`config.mk`:
```
export PLATFORM = sky130hd
export DESIGN_NAME = multi_phase_pulse_gen_flat
export DESIGN_NICKNAME = d
export VERILOG_FILES = /design/src/rtl/multi_phase_pulse_gen_if.sv /design/src/rtl/multi_phase_pulse_gen.sv /design/src/flat_wrapper.sv
export SDC_FILE = /design/constraint.sdc
export NUM_CORES = 1
export LEC_CHECK = 0
export BUFFER_PORTS_ARGS = -buffer_cell sky130_fd_sc_hd__buf_4
export CELL_PAD_IN_SITES_DETAIL_PLACEMENT = 1
export CELL_PAD_IN_SITES_GLOBAL_PLACEMENT = 1
export CORE_ASPECT_RATIO = 1.2
export CORE_MARGIN = 5
export CORE_UTILIZATION = 49
export DETAILED_ROUTE_END_ITERATION = 6
export GPL_TIMING_DRIVEN = 0
export PLACE_DENSITY = 0.89
export SLEW_MARGIN = 10
export SYNTH_ARGS = -nofsm -noshare
export SYNTH_HDL_FRONTEND = slang
export SYNTH_SLANG_ARGS = --single-unit
```
`constraint.sdc`:
```
create_clock -name clk -period 5.4 [get_ports clk]
set_clock_uncertainty 0.15 [all_clocks]
set_input_delay 0 -clock clk [delete_from_list [all_inputs] [get_ports clk]]
set_output_delay 0 -clock clk [all_outputs]
set_load 0.005 [all_outputs]
```
`src/rtl/multi_phase_pulse_gen_if.sv`:
```
// Handshake/bus bundle for multi_phase_pulse_gen.
// Carries control inputs (start, abort, loop_en, hold_last, pulse_len and,
// when PHASE_GAP_EN is defined, gap_len) plus the registered phase outputs
// (ph, ch_idx, busy, done). master drives controls; slave is the generator.
interface multi_phase_pulse_gen_if #(
    parameter int NUM_CH = 3,
    parameter int CNT_W  = 16,
    parameter int IDX_W  = $clog2(NUM_CH)
);
    logic              start;
    logic              abort;
    logic              loop_en;
    logic              hold_last;
    logic [CNT_W-1:0]  pulse_len;
`ifdef PHASE_GAP_EN
    logic [CNT_W-1:0]  gap_len;
`endif
    logic [NUM_CH-1:0] ph;
    logic [IDX_W-1:0]  ch_idx;
    logic              busy;
    logic              done;

`ifdef PHASE_GAP_EN
    modport master (
        output start, abort, loop_en, hold_last, pulse_len, gap_len,
        input  ph, ch_idx, busy, done
    );
    modport slave (
        input  start, abort, loop_en, hold_last, pulse_len, gap_len,
        output ph, ch_idx, busy, done
    );
`else
    modport master (
        output start, abort, loop_en, hold_last, pulse_len,
        input  ph, ch_idx, busy, done
    );
    modport slave (
        input  start, abort, loop_en, hold_last, pulse_len,
        output ph, ch_idx, busy, done
    );
`endif
endinterface

```
`src/rtl/multi_phase_pulse_gen.sv`:
```
// N-channel sequential one-hot phase generator: one-shot, loop, hold-last.
// Ports: clk, rst (async active-low), bus (slave modport: start, abort,
// loop_en, hold_last, pulse_len[, gap_len] in; ph, ch_idx, busy, done out).
// Optional macro PHASE_GAP_EN adds gap_len and an inter-phase GAP state.
module multi_phase_pulse_gen #(
    parameter int NUM_CH     = 3,
    parameter int CNT_W      = 16,
    parameter int LOOP_START = 1,
    parameter int IDX_W      = $clog2(NUM_CH)
) (
    input  logic                   clk,
    input  logic                   rst,
    multi_phase_pulse_gen_if.slave bus
);

    typedef enum logic [1:0] {
        S_IDLE,
        S_PULSE,
`ifdef PHASE_GAP_EN
        S_GAP,
`endif
        S_HOLD
    } state_t;

    localparam logic [IDX_W-1:0] LAST_IDX = IDX_W'(NUM_CH - 1);
    localparam logic [IDX_W-1:0] LOOP_IDX = IDX_W'(LOOP_START);
    localparam logic [CNT_W-1:0] ONE_CNT  = CNT_W'(1);

    function automatic logic [NUM_CH-1:0] f_onehot(
        input logic [IDX_W-1:0] i
    );
        logic [NUM_CH-1:0] v;
        v = '0;
        v[i] = 1'b1;
        return v;
    endfunction

    state_t            r_state;
    logic [NUM_CH-1:0] r_ph;
    logic [IDX_W-1:0]  r_idx;
    logic [CNT_W-1:0]  r_cnt;
    logic              r_busy;
    logic              r_done;
    logic [CNT_W-1:0]  r_len;
    logic              r_loop;
    logic              r_hold;
`ifdef PHASE_GAP_EN
    logic [CNT_W-1:0]  r_gap;
    logic [CNT_W-1:0]  w_gap;
`endif

    state_t            w_state;
    logic [NUM_CH-1:0] w_ph;
    logic [IDX_W-1:0]  w_idx;
    logic [CNT_W-1:0]  w_cnt;
    logic              w_done;
    logic [CNT_W-1:0]  w_len;
    logic              w_loop;
    logic              w_hold;
    logic              w_adv;
    logic [IDX_W-1:0]  w_adv_idx;
    logic              w_last_cnt;

    assign w_last_cnt = (r_cnt == r_len - ONE_CNT);

    always_comb begin
        w_state   = r_state;
        w_ph      = r_ph;
        w_idx     = r_idx;
        w_cnt     = r_cnt;
        w_done    = 1'b0;
        w_len     = r_len;
        w_loop    = r_loop;
        w_hold    = r_hold;
`ifdef PHASE_GAP_EN
        w_gap     = r_gap;
`endif
        w_adv     = 1'b0;
        w_adv_idx = r_idx;

        unique case (r_state)
            S_IDLE: begin
                if (bus.start && !bus.abort) begin
                    w_len   = (bus.pulse_len == '0) ? ONE_CNT
                                                    : bus.pulse_len;
                    w_loop  = bus.loop_en;
                    w_hold  = bus.hold_last;
`ifdef PHASE_GAP_EN
                    w_gap   = bus.gap_len;
`endif
                    w_idx   = '0;
                    w_ph    = f_onehot('0);
                    w_cnt   = '0;
                    w_state = S_PULSE;
                end
            end
            S_PULSE: begin
                if (!w_last_cnt) begin
                    w_cnt = r_cnt + ONE_CNT;
                end else if (r_idx != LAST_IDX) begin
                    w_adv     = 1'b1;
                    w_adv_idx = r_idx + IDX_W'(1);
                end else if (r_hold) begin
                    w_state = S_HOLD;
                    w_cnt   = '0;
                end else if (r_loop) begin
                    w_adv     = 1'b1;
                    w_adv_idx = LOOP_IDX;
                    w_done    = 1'b1;
                end else begin
                    w_state = S_IDLE;
                    w_ph    = '0;
                    w_idx   = '0;
                    w_cnt   = '0;
                    w_done  = 1'b1;
                end
            end
`ifdef PHASE_GAP_EN
            S_GAP: begin
                if (r_cnt == r_gap - ONE_CNT) begin
                    w_state = S_PULSE;
                    w_ph    = f_onehot(r_idx);
                    w_cnt   = '0;
                end else begin
                    w_cnt = r_cnt + ONE_CNT;
                end
            end
`endif
            S_HOLD: begin
                if (bus.start) begin
                    w_adv     = 1'b1;
                    w_adv_idx = LOOP_IDX;
                    w_done    = 1'b1;
                end
            end
            default: begin
                w_state = S_IDLE;
                w_ph    = '0;
                w_idx   = '0;
                w_cnt   = '0;
            end
        endcase

        // Channel advance: a non-zero gap inserts a dark GAP period
        // with ch_idx already pointing at the upcoming channel.
        if (w_adv) begin
            w_idx = w_adv_idx;
            w_cnt = '0;
`ifdef PHASE_GAP_EN
            if (r_gap != '0) begin
                w_state = S_GAP;
                w_ph    = '0;
            end else begin
                w_state = S_PULSE;
                w_ph    = f_onehot(w_adv_idx);
            end
`else
            w_state = S_PULSE;
            w_ph    = f_onehot(w_adv_idx);
`endif
        end

        // Abort overrides every transition outside IDLE.
        if (bus.abort && r_state != S_IDLE) begin
            w_state = S_IDLE;
            w_ph    = '0;
            w_idx   = '0;
            w_cnt   = '0;
            w_done  = 1'b0;
        end
    end

    always_ff @(posedge clk or negedge rst) begin
        if (!rst) begin
            r_state <= S_IDLE;
            r_ph    <= '0;
            r_idx   <= '0;
            r_cnt   <= '0;
            r_busy  <= 1'b0;
            r_done  <= 1'b0;
            r_len   <= '0;
            r_loop  <= 1'b0;
            r_hold  <= 1'b0;
`ifdef PHASE_GAP_EN
            r_gap   <= '0;
`endif
        end else begin
            r_state <= w_state;
            r_ph    <= w_ph;
            r_idx   <= w_idx;
            r_cnt   <= w_cnt;
            r_busy  <= (w_state != S_IDLE);
            r_done  <= w_done;
            r_len   <= w_len;
            r_loop  <= w_loop;
            r_hold  <= w_hold;
`ifdef PHASE_GAP_EN
            r_gap   <= w_gap;
`endif
        end
    end

    assign bus.ph     = r_ph;
    assign bus.ch_idx = r_idx;
    assign bus.busy   = r_busy;
    assign bus.done   = r_done;

endmodule

```
`src/flat_wrapper.sv`:
```
// flat-port wrapper written by rule: the top's interface ports become plain ports
module multi_phase_pulse_gen_flat 
#(
    parameter int NUM_CH     = 3,
    parameter int CNT_W      = 16,
    parameter int LOOP_START = 1,
    parameter int IDX_W      = $clog2(NUM_CH)
)
  (clk, rst, bus_start, bus_abort, bus_loop_en, bus_hold_last, bus_pulse_len, bus_ph, bus_ch_idx, bus_busy, bus_done);
  multi_phase_pulse_gen_if #(.NUM_CH(NUM_CH), .CNT_W(CNT_W), .IDX_W(IDX_W)) bus_i ();
  input  logic clk;
  input  logic rst;
  input wire logic [$bits(bus_i.start)-1:0] bus_start;
  input wire logic [$bits(bus_i.abort)-1:0] bus_abort;
  input wire logic [$bits(bus_i.loop_en)-1:0] bus_loop_en;
  input wire logic [$bits(bus_i.hold_last)-1:0] bus_hold_last;
  input wire logic [$bits(bus_i.pulse_len)-1:0] bus_pulse_len;
  output wire logic [$bits(bus_i.ph)-1:0] bus_ph;
  output wire logic [$bits(bus_i.ch_idx)-1:0] bus_ch_idx;
  output wire logic [$bits(bus_i.busy)-1:0] bus_busy;
  output wire logic [$bits(bus_i.done)-1:0] bus_done;
  assign bus_i.start = bus_start;
  assign bus_i.abort = bus_abort;
  assign bus_i.loop_en = bus_loop_en;
  assign bus_i.hold_last = bus_hold_last;
  assign bus_i.pulse_len = bus_pulse_len;
  assign bus_ph = bus_i.ph;
  assign bus_ch_idx = bus_i.ch_idx;
  assign bus_busy = bus_i.busy;
  assign bus_done = bus_i.done;
  multi_phase_pulse_gen #(.NUM_CH(NUM_CH), .CNT_W(CNT_W), .LOOP_START(LOOP_START), .IDX_W(IDX_W)) u_core (.clk(clk), .rst(rst), .bus(bus_i));
endmodule
```
# Word level (Yosys, flattened, before mapping)
# Cells that the tools add are included.
# classes
mux	52
eq_ne	12
order_cmp	2
n_addsub	3
reduce_logical	11
# op_table
operator	n
$mux 16	8
$pmux 16 s3	1
$mux 2	19
$mux 3	7
$add 16x1->16 const B	1
$eq 16x16->1	1
$logic_not 16->1	1
$sub 16x1->16 const B	1
$pmux 2 s3	2
$mux 1	10
$pmux 3 s3	1
$ne 4x1->1 const B	2
$ne 4x4->1 const B	2
$ne 6x6->1 const B	1
$reduce_and 6->1	1
$ne 5x4->1 const B	1
$ne 4x3->1 const B	1
$pmux 1 s2	2
$pmux 2 s2	1
$reduce_and 4->1	1
$reduce_bool 2->1	2
$logic_and 1x1->1	3
$lt 2x3->1 const B	1
$ne 3x1->1 const B	1
other kinds (9)	9
# totals
regBits	43
output_inout_bits	7

# Logic depth before layout (Yosys ltp)
# Gate-level depths: netlist of the first run.
# logic_depth
word_depth	11
ltp_mapped	14

# Least setup slack after synthesis of the first run
# OpenSTA, ideal clock, no wires.
# synth_path
path_kind	reg-to-reg
start	register u_core.r_len[0]
end	register u_core.r_cnt[10]
arrival_ns	3.132
n_path_buf	2
path_slack_ns	2.040
stages_incl_launch_ff	14
setup_time_ns	0.077
path_cell_list	dfrtp_1 > inv_1 > ha_1 > or3b_2 > clkbuf_1 > nor2_1 > nand3_1 > a2111o_1 > and4bb_2 > and3_4 > a211oi_2 > buf_6 > or4_1 > a21oi_1
# synth_between
elab_chain_len	6
word_cells_on_any_way	13
# synth_lines
element	line	source
start: declaration	multi_phase_pulse_gen.sv:44	logic [CNT_W-1:0] r_len;
start signal: assignment	multi_phase_pulse_gen.sv:194	r_len <= w_len;
$sub 16x1->16 *	multi_phase_pulse_gen.sv:64	assign w_last_cnt = (r_cnt == r_len - ONE_CNT);
$eq 16x16->1 *	multi_phase_pulse_gen.sv:64	
$mux 1 or $mux 16 (tied branches)	multi_phase_pulse_gen.sv:98	if (!w_last_cnt) begin
$pmux 1 s2 or $pmux 16 s3 (tied branches)	multi_phase_pulse_gen.sv:81	unique case (r_state)
$ne 6x6->1 (no line), or another cell as far along	--	
$reduce_and 4->1 (no line) or $mux 16 (tied branches)	--	
end signal: assignment	multi_phase_pulse_gen.sv:191	r_cnt <= w_cnt;
end: declaration	multi_phase_pulse_gen.sv:41	logic [CNT_W-1:0] r_cnt;
# Mark *: on every way between the ends. The rest lies on a longest branch, timed or not.
# A chain may end at the register's enable or synchronous reset.

# Worst setup path after layout of the first run
# layout_path
start	register u_core.r_len[0]
end	register u_core.r_cnt[4]
# Same word-level chain as after synthesis.

==> flow_summary.yaml, run 1 <==
status:
  status: "finished clean"
power:
  p_leak_nw: 1.39
  power.total_mw: 1.31
  power_density_nw_per_um2: 383
  ir_drop_uv: 214
synth:
  synth.largest_area_cell: "dfrtp_1"
  async_flop_share: 1.00
  yosys_most_used_dff: "dfrtp_1"
  synth_cell_type_count: 59
  ys_seq_elements: 43
  synth-compound-area-share: 0.196
  syn_inst: 300
  synth_most_common_cell: "dfrtp_1"
  synth_area_sq_um: 2800
  synth_simple_gate_area_frac: 0.214
  synth-edff-count: 0
  syn_area_per_cell_sq_um: 9.32
  synthMuxAreaShare: 0.0761
  synth_xor_area_frac: 0.0533
  syn_nets: 329
  synth_area_leaders: "dfrtp_1, mux2_2, a21oi_1, or4_1, xnor2_1"
  ys.warnings.count: 0
  synth-adder-area-share: 0.0313
  synth_top_area_frac: 0.385
  synth_top_family_by_area: "simple AND/OR/NAND/NOR gates"
  synthTopCellsByCount: "dfrtp_1, a21oi_1, inv_1, mux2_2, nor2_1"
  seq_area_frac_synth: 0.385
floorplanning:
  die_y_microns: 92.7
  start_util: 0.500
  coreArea_sq_um: 5590
  io_pins: 29
  placementRows: 30
  dieWidth_microns: 78.9
  die_area_sq_um: 7320
global_route:
  antenna_found_initial: 0
  grt_use_total: 0.264
  grt_first_pass_wirelength_mm: 14.9
  first_global_vias: 3006
  grt_max_degree: 44
  grt-ovfl-total: 0
worst_setup_path:
  cp.arrival_ns: 4.13
  cp_max_fo: 10
  cp.required_ns: 5.47
  r2r_slack_ns: 1.34
  path_cells: "inv_1 -> ha_1 -> or3b_2 -> clkbuf_1 -> o31a_1 -> nor4_1 -> a31oi_1 -> a22oi_4 -> nand3_1 -> a211oi_2 -> buf_6 -> buf_2 -> o21ai_0 -> a21oi_1"
  slowest_delay_ns: 0.47
  crit_type: "register to register"
  crit_path_start_kind: "register"
  crit_slowest_cell: "dfrtp_1"
  endpoint_kind: "register"
final_layout:
  diodes: 0
  layout.nets: 386
  area_delta_synth_final_pct: 21.8
  final_area_sq_um: 3410
  final_util: 0.609
  drive_above_1_share: 0.190
clock_tree:
  cts_buffer_depth: 2
  cts_setup_buffers: 0
  numCtsBuffers: 5
  cts.reportedPaths.clkPinSlew_ns: 0.10
  root_buffer: "clkbuf_8"
  cts_tree: "yes"
  clock_latency_ns: 0.31
  htreeDepth: 2
  cts.sinks: 43
timing:
  final.period_utilization: 0.751
  max_slew_margin: 0.587
  clock.fmax_mhz: 247
  fin_crit_ns: 4.06
  hold_viol_final: 0
  worst_slack_ns: 1.34
  slew_viol_final: 0
  worstMarginPinSlew_ns: 0.620
  tns_ns: 0
  rsz0062_at_grt: "no"
  finalSetupViolations: 0
routing:
  drc: 0
  first_pass_iters: 5
  antenna_left: 0
  vias: 2716
  viasPerCell: 6.44
  initialDrtViolationCount: 134
  routedWlPerCell_microns: 21.8
  drt_wl_total_mm: 9.20
job:
  cap_violations: 0
place:
  place_area_sq_um: 3090
  dp_hpwl_mm: 5.80
  portBuffers: 28
  preCtsSetupSlack_ns: 1.48
  gp_congestion: 0.870
hold_path:
  hold_path.class: "primary input to asynchronous set/reset pin"
==> metal layers <==
layer	part of all wire	global-route usage
met1	0.38	0.287
met2	0.54	0.487
met5	0	0
met4	0.049	0.133
met3	0.026	0.0428
==> layout by cell type, fill, tap and decap left out, drive strengths merged, types with 2 or more instances in the layout <==
cell / netlist / layout
a211oi: 2 / 2
a22o: 2 / 2
o31a: 2 / 2
or3: 6 / 6
nand3: 11 / 11
clkbuf: 5 / 13
ha: 7 / 7
mux2: 18 / 18
nor2: 17 / 17
nand4: 6 / 6
nand2b: 2 / 2
o31ai: 10 / 10
or4: 14 / 14
a31oi: 6 / 6
dlygate4sd3: 0 / 22
a21oi: 25 / 25
dfrtp: 43 / 43
or2: 3 / 3
a311oi: 2 / 2
nand4b: 2 / 2
nor3: 6 / 6
xnor2: 11 / 11
nor4: 10 / 10
o211ai: 2 / 2
a22oi: 2 / 2
inv: 19 / 19
buf: 6 / 34
o21ai: 12 / 12
xor2: 6 / 6
and3: 4 / 4
nand2: 16 / 16
==> stage by stage <==
stage               hold slack (ns)  cells
floorplan                    -0.446    300
global placement             -0.130    392
detailed placement           -0.120    392
CTS                          0.0985    422
global route                  0.110    422
finish                       0.0622    422
==> area by class of cell <==
type	instances	area, sq um
multi-input combinational	227	1590
sequential	43	1080
buffer	11	53.8
clock buffer	8	100
tap	64	80.1
fill	648	2190
inverter	19	71.3
timing repair buffer	50	430
==> power breakdown <==
part	switching (mW)	internal, mW	total, mW
clock	0.123	0.117	0.240
combinational	0.300	0.239	0.539
sequential	0.127	0.399	0.526
total	0.550	0.755	1.31
==> logic make-up after synthesis <==
kind of cell             Yosys count
AND/OR/NAND/NOR                  104
buffers and inverters             30
multiplexers                      19
adder cells (fa/ha/maj)            7
XOR/XNOR                          17
AO/OA/AOI/OAI                     80
flip-flops                        43
==> what timing repair did <==
item                      in CTS  in global routing
resized for setup              0                  0
hold buffers                  22                  0
hold endpoints to repair      66                  0
==> worst max-delay path: cells and delay by family, from the launching register on <==
family | cells | cell delay (ns)
AO/OA/AOI/OAI | 6 | 1.47
AND/OR/NAND/NOR | 3 | 0.89
buffers and inverters | 4 | 0.79
flip-flops | 1 | 0.47
adder cells (fa/ha/maj) | 1 | 0.20
==> flip-flops by register name, summed over array words and instances, names as in the netlist <==
register,flops
u_core.bus.busy,1
u_core.bus.ch_idx,2
u_core.bus.done,1
u_core.bus.ph,3
u_core.r_cnt,16
u_core.r_hold,1
u_core.r_len,16
u_core.r_loop,1
u_core.r_state,2
==> path summary, 6_finish.rpt <==
| kind | startpoint | to | cells past startpoint |
|---|---|---|---|
| max in group asynchronous | rst | u_core.r_cnt[1] | 2 |
| min | rst | u_core.r_len[6] | 2 |
| min in group clk | bus_pulse_len[8] | u_core.r_len[8] | 3 |
| max | u_core.r_len[0] | u_core.r_cnt[4] | 14 |
| max reg2reg | u_core.r_len[0] | u_core.r_cnt[4] | 14 |
| min reg2reg | u_core.bus.ph[2] | u_core.bus.ph[2] | 1 |
Note: power is estimated with default switching activity, not from simulation.
==> inputs of run 2 (changes only) <==
- ABC_AREA: unset -> 1
- CORE_UTILIZATION: 49 -> 44
- PLACE_DENSITY: 0.89 -> 0.84
- clock period: 5.4 -> 4.2 ns (I/O delays scaled with it)
==> run 2 against run 1 <==
Register-to-register slack about the same. Non-clock buffer count up 5. Synthesized cell count increased by 67%. Fmax is 41% higher. Cell count rose by 55%. Die area is 36% higher.
==> flow_summary.yaml, run 2 <==
synth:
  synth_top_family_by_area: "simple AND/OR/NAND/NOR gates"
  seq_area_frac_synth: 0.304
  synth_most_common_cell: "nand2_1"
  synth_xor_area_frac: 0.0609
  syn_nets: 530
  syn_inst: 501
  synth_cell_type_count: 44
  synth-edff-count: 0
  synth_top_area_frac: 0.304
  synthTopCellsByCount: "nand2_1, inv_1, nand3_1, nor2_1, dfrtp_1"
  synth_area_leaders: "dfrtp_1, nand2_1, nand3_1, inv_1, nor2_1"
  ys_seq_elements: 43
  synth_simple_gate_area_frac: 0.431
  synth-adder-area-share: 0.0248
  async_flop_share: 1.00
  syn_area_per_cell_sq_um: 7.06
  synth_area_sq_um: 3540
  ys.warnings.count: 0
  synthMuxAreaShare: 0.0287
  synth-compound-area-share: 0.0640
  yosys_most_used_dff: "dfrtp_1"
  synth.largest_area_cell: "dfrtp_1"
floorplanning:
  die_y_microns: 108
  io_pins: 29
  die_area_sq_um: 9940
  placementRows: 35
  dieWidth_microns: 91.8
  start_util: 0.456
  coreArea_sq_um: 7750
final_layout:
  fillerInstances: 1034
  final_area_sq_um: 4190
  drive_above_1_share: 0.176
  layout_common_cells: "nand2_1, inv_1, nor2_1, nand3_1, dfrtp_1"
  layout_commonest_cell: "nand2_1"
  layout.nets: 590
  area_delta_synth_final_pct: 18.6
  fin_cells: 654
  diodes: 0
timing:
  tns_ns: 0
  final.period_utilization: 0.683
  hold_viol_final: 0
  worstMarginPinSlew_ns: 0.588
  worst_slack_ns: 1.33
  slew_viol_final: 0
  rsz0062_at_grt: "no"
  clock.fmax_mhz: 348
  fin_worst_hold_slack_ns: 0.0311
  max_slew_margin: 0.608
  fin_crit_ns: 2.87
  finalSetupViolations: 0
global_route:
  antenna_found_initial: 0
  grt_first_pass_wirelength_mm: 20.0
  first_global_vias: 4173
  grt_use_total: 0.254
  grt_max_degree: 44
  grt-ovfl-total: 0
job:
  cap_violations: 0
power:
  p_leak_nw: 1.98
  ir_drop_uv: 268
  power_density_nw_per_um2: 509
routing:
  initialDrtViolationCount: 183
  first_pass_iters: 4
  viasPerCell: 5.60
  antenna_left: 0
  routedWlPerCell_microns: 17.9
  drc: 0
  drt_wl_total_mm: 11.7
  vias: 3663
worst_setup_path:
  cp.arrival_ns: 2.94
  cp.required_ns: 4.27
  endpoint_kind: "register"
  path_cells: "inv_1 -> ha_1 -> nand2_4 -> nor2_8 -> nand3_2 -> nand2_1 -> inv_1 -> nor2_1 -> nand2_1 -> nor2_2 -> nand2_2 -> inv_4 -> buf_6 -> nand4_2 -> a211oi_2"
  crit_slowest_cell: "dfrtp_1"
  crit_type: "register to register"
  crit_path_start_kind: "register"
  r2r_slack_ns: 1.33
  cp_max_fo: 10
  slowest_delay_ns: 0.40
place:
  place_area_sq_um: 3860
  dp_hpwl_mm: 8.54
  dp.cells: 621
  preCtsSetupSlack_ns: 1.36
  gp_congestion: 0.907
  portBuffers: 28
clock_tree:
  cts_tree: "yes"
  root_buffer: "clkbuf_8"
  ctsResizeCount: 0
  numCtsBuffers: 5
  cts_buffer_depth: 2
  cts.reportedPaths.clkPinSlew_ns: 0.08
  htreeDepth: 2
  clock_latency_ns: 0.30
  cts.sinks: 43
hold_path:
  hold_path.class: "primary input to register"
status:
  status: "finished clean"
## run 2: cell count changes in the layout (fill, tap and decap cells not counted), sizes merged, moves of 9 or more
cell / previous run / this run
a21oi: 25 / 8
inv: 19 / 54
mux2: 18 / 9
nand2: 16 / 162
nand3: 11 / 50
nor2: 17 / 59
nor3: 6 / 21
o21ai: 12 / 22
o31ai: 10 / 0
or4: 14 / 0
xor2: 6 / 17
## run 2: per-stage QoR
step           power, mW  utilization
5_1_grt             2.33        0.541
4_1_cts             2.11        0.541
6_report            2.14        0.541
3_5_place_dp        1.82        0.498
2_1_floorplan       1.50            -
3_3_place_gp        1.76        0.498
## run 2: path summary, 6_finish.rpt
check,depth (start not counted),start,to
worst max-delay path,15,u_core.r_len[0],u_core.bus.done
worst min-delay path,6,bus_abort,u_core.bus.ph[0]
worst max register to register,15,u_core.r_len[0],u_core.bus.done
worst min register to register,2,u_core.bus.ph[1],u_core.bus.ph[1]
max in group asynchronous,2,rst,u_core.r_cnt[11]
min in group asynchronous,2,rst,u_core.r_state[0]
## run 2: where the power goes
group	total (mW)	switching, mW	internal (mW)
Combinational	1.19	0.766	0.422
Clock	0.262	0.145	0.117
Sequential	0.685	0.160	0.525
## run 2: cells by family (layout without fill, tap and decap cells)
| kind of cell | Yosys count | in the layout |
|---|---|---|
| compound gates | 34 | 34 |
| xor+xnor | 23 | 23 |
| fa+ha+maj | 7 | 7 |
| buf+inv | 68 | 129 |
| flops | 43 | 43 |
| mux | 9 | 9 |
| simple gates | 317 | 317 |
## run 2: layout make-up
cell class	instances	area [sq um]	share of cell area
inverter	55	214	0.0510
multi-input combinational	390	2160	0.514
sequential	43	1080	0.257
timing repair buffer	53	460	0.110
tap	92	115	0.0275
clock inverter	1	5.00	0.00119
clock buffer	7	76.3	0.0182
buffer	13	90.1	0.0215
## run 2: layer usage
layer / vias up / GRT usage / wire length (microns)
li1: 1742 / - / -
met3: 49 / 0.0355 / 327
met1: 1781 / 0.268 / 4460
met5: - / 0 / 0
met4: 0 / 0.127 / 549
met2: 91 / 0.489 / 6350
## run 2: repair_timing
item                                    4_1_cts  5_1_grt
hold buffers                                 25        0
endpoints found under the setup margin        0        0
endpoints found under the hold margin        62        0
buffers inserted                              0        0
## run 2: critical path, delay by kind of cell, from the launching register on
kind | cells | cell delay (ns)
AOI/OAI and AO/OA | 1 | 0.19
buffers and inverters | 4 | 0.62
DFF | 1 | 0.40
and+or+nand+nor | 9 | 1.08
adders and majority gates | 1 | 0.33
==> inputs of run 3 (changes only) <==
- ABC_AREA: 1 -> 0
- CORE_UTILIZATION: 44 -> 45
- PLACE_DENSITY: 0.84 -> 0.83
- clock period: 4.2 -> 2.65 ns (I/O delays scaled with it)
==> run 3 against run 2 <==
Hold slack better by 0.047 ns. Clock power is 120% higher. The run now ends with setup timing left. Via count down 20%. Core utilization increased by 10 points. Sequential power is 59% higher. Flip-flop and latch count is the same. Setup slack got worse by 2.4 ns. Power is 49% higher. Largest power group unchanged. Fmax down 22%. Non-clock buffer count is 17 higher. Cell count shrank 29%. Die area down 21%.
==> flow_summary.yaml, run 3 (same netlist as run 1, synthesis figures left out) <==
clock_tree:
  cts.reportedPaths.clkPinSlew_ns: 0.09
  cts_buffer_depth: 2
  cts_tree: "yes"
  cts.sinks: 43
  root_buffer: "clkbuf_8"
  numCtsBuffers: 5
  clock_latency_ns: 0.32
  htreeDepth: 2
worst_setup_path:
  reg2regPathDepth: 13
  cp_max_fo: 4
  r2r_slack_ns: -1.04
  endpoint_kind: "register"
  r2r_end: "u_core.bus.ph[0]"
  cp.required_ns: 2.71
  reg2reg_from: "u_core.r_len[5]"
  cp-endpoint: "u_core.bus.ph[0]"
  cp.arrival_ns: 3.75
  crit_path_start_kind: "register"
  crit_type: "register to register"
  crit_start: "u_core.r_len[5]"
routing:
  antenna_left: 0
  routedWlPerCell_microns: 24.9
  drt_wl_total_mm: 11.6
  initialDrtViolationCount: 143
  first_pass_iters: 4
  viasPerCell: 6.32
  vias: 2932
  drc: 0
floorplanning:
  coreArea_sq_um: 6050
  io_pins: 29
  dieWidth_microns: 81.9
  die_y_microns: 96.3
  placementRows: 31
  start_util: 0.462
  die_area_sq_um: 7890
timing:
  hold_viol_final: 0
  final.period_utilization: 1.39
  finalSetupViolations: 25
  clock.fmax_mhz: 271
  slew_viol_final: 0
  fin_crit_ns: 3.69
  rsz0062_at_grt: "yes"
  worstMarginPinSlew_ns: 0.593
  worst_slack_ns: -1.04
  max_slew_margin: 0.605
final_layout:
  layout_commonest_cell: "buf_4"
  area_delta_synth_final_pct: 38.8
  layout.nets: 408
  drive_above_1_share: 0.345
  fillerInstances: 690
  layout_common_cells: "buf_4, dfrtp_1, dlygate4sd3_1"
  fin_cells: 464
power:
  power.total_mw: 3.18
  ir_drop_uv: 476
  power_density_nw_per_um2: 819
  p_leak_nw: 1.55
hold_path:
  hold_path.class: "primary input to asynchronous set/reset pin"
place:
  dp.cells: 410
  dp_hpwl_mm: 5.95
  gp_congestion: 0.864
  portBuffers: 28
status:
  failed_checks: "setup timing"
  status: "complete, but fails checks"
global_route:
  grt-ovfl-total: 0
  first_global_vias: 3122
  grt_use_total: 0.265
  grt_first_pass_wirelength_mm: 15.7
  antenna_found_initial: 0
  grt_max_degree: 44
job:
  cap_violations: 0
## run 3: routing by layer
metal	share of wire	global-route usage	routed length, microns	up-vias
met1	0.34	0.280	3950	1460
met4	0.059	0.144	685	0
met2	0.56	0.492	6470	119
li1	-	-	-	1288
met5	0	0	0	-
met3	0.041	0.0403	470	65
## run 3: how the worst min path moves through the flow
stage | from | to | slack [ns] | cells after the start
floorplan | rst | u_core.bus.busy | -0.45 | 0
global placement | rst | u_core.r_cnt[10] | -0.13 | 1
detailed placement | rst | u_core.r_cnt[10] | -0.11 | 1
CTS | rst | u_core.r_cnt[10] | 0.11 | 2
global route | rst | u_core.r_cnt[10] | 0.14 | 2
finish | rst | u_core.r_cnt[10] | 0.08 | 2
## run 3: power by group
group / leakage (nW) / internal (mW) / switching, mW / total (mW)
logic: 0.936 / 0.695 / 0.825 / 1.52
clock network: 0.0612 / 0.306 / 0.263 / 0.569
registers: 0.548 / 0.818 / 0.270 / 1.09
total: 1.55 / 1.82 / 1.36 / 3.18
## run 3: critical path, cell delays in order, from the launching register on
cell	delay (ns)
dfrtp_2	0.43
or4_4	0.59
buf_6	0.16
buf_4	0.13
nor4_4	0.25
nor4_2	0.11
a31oi_1	0.32
a22oi_4	0.17
and3_4	0.22
buf_4	0.13
buf_4	0.13
nor2_1	0.26
o21ai_0	0.21
a221oi_1	0.32
## run 3: cell type report
| cell class | count | area [sq um] | area share |
|---|---|---|---|
| multi-input cells | 227 | 1810 | 0.468 |
| flip-flops and latches | 43 | 1080 | 0.279 |
| repair buffers | 75 | 623 | 0.161 |
| well taps | 82 | 103 | 0.0265 |
| clock buffers | 6 | 82.6 | 0.0213 |
| inverters | 19 | 73.8 | 0.0190 |
| plain buffers | 8 | 61.3 | 0.0158 |
| clock inverters | 2 | 35.0 | 0.00903 |
| diodes | 2 | 5.00 | 0.00129 |
## run 3: stage by stage
stage          instance area, sq um  setup TNS, ns  hold WS (ns)   util  setup slack [ns]
2_1_floorplan                  2850         -10.77        -0.446      -            -0.564
6_report                       3880         -22.37        0.0776  0.641             -1.04
5_1_grt                        3870         -25.61         0.136  0.640             -1.16
4_1_cts                        3650         -16.25         0.113  0.603            -0.751
3_5_place_dp                   3160         -21.47        -0.105  0.522             -1.01
3_3_place_gp                   3160         -18.92        -0.126  0.522            -0.897
## run 3: what timing repair did
| item | 4_1_cts | 5_1_grt |
|---|---|---|
| buffers inserted | 12 | 13 |
| gates resized for setup | 24 | 32 |
| pin swaps | 13 | 18 |
| hold buffers | 21 | 0 |
| endpoints found under the setup margin | 25 | 34 |
| hold endpoints to repair | 65 | 0 |
| cloned | 1 | 0 |
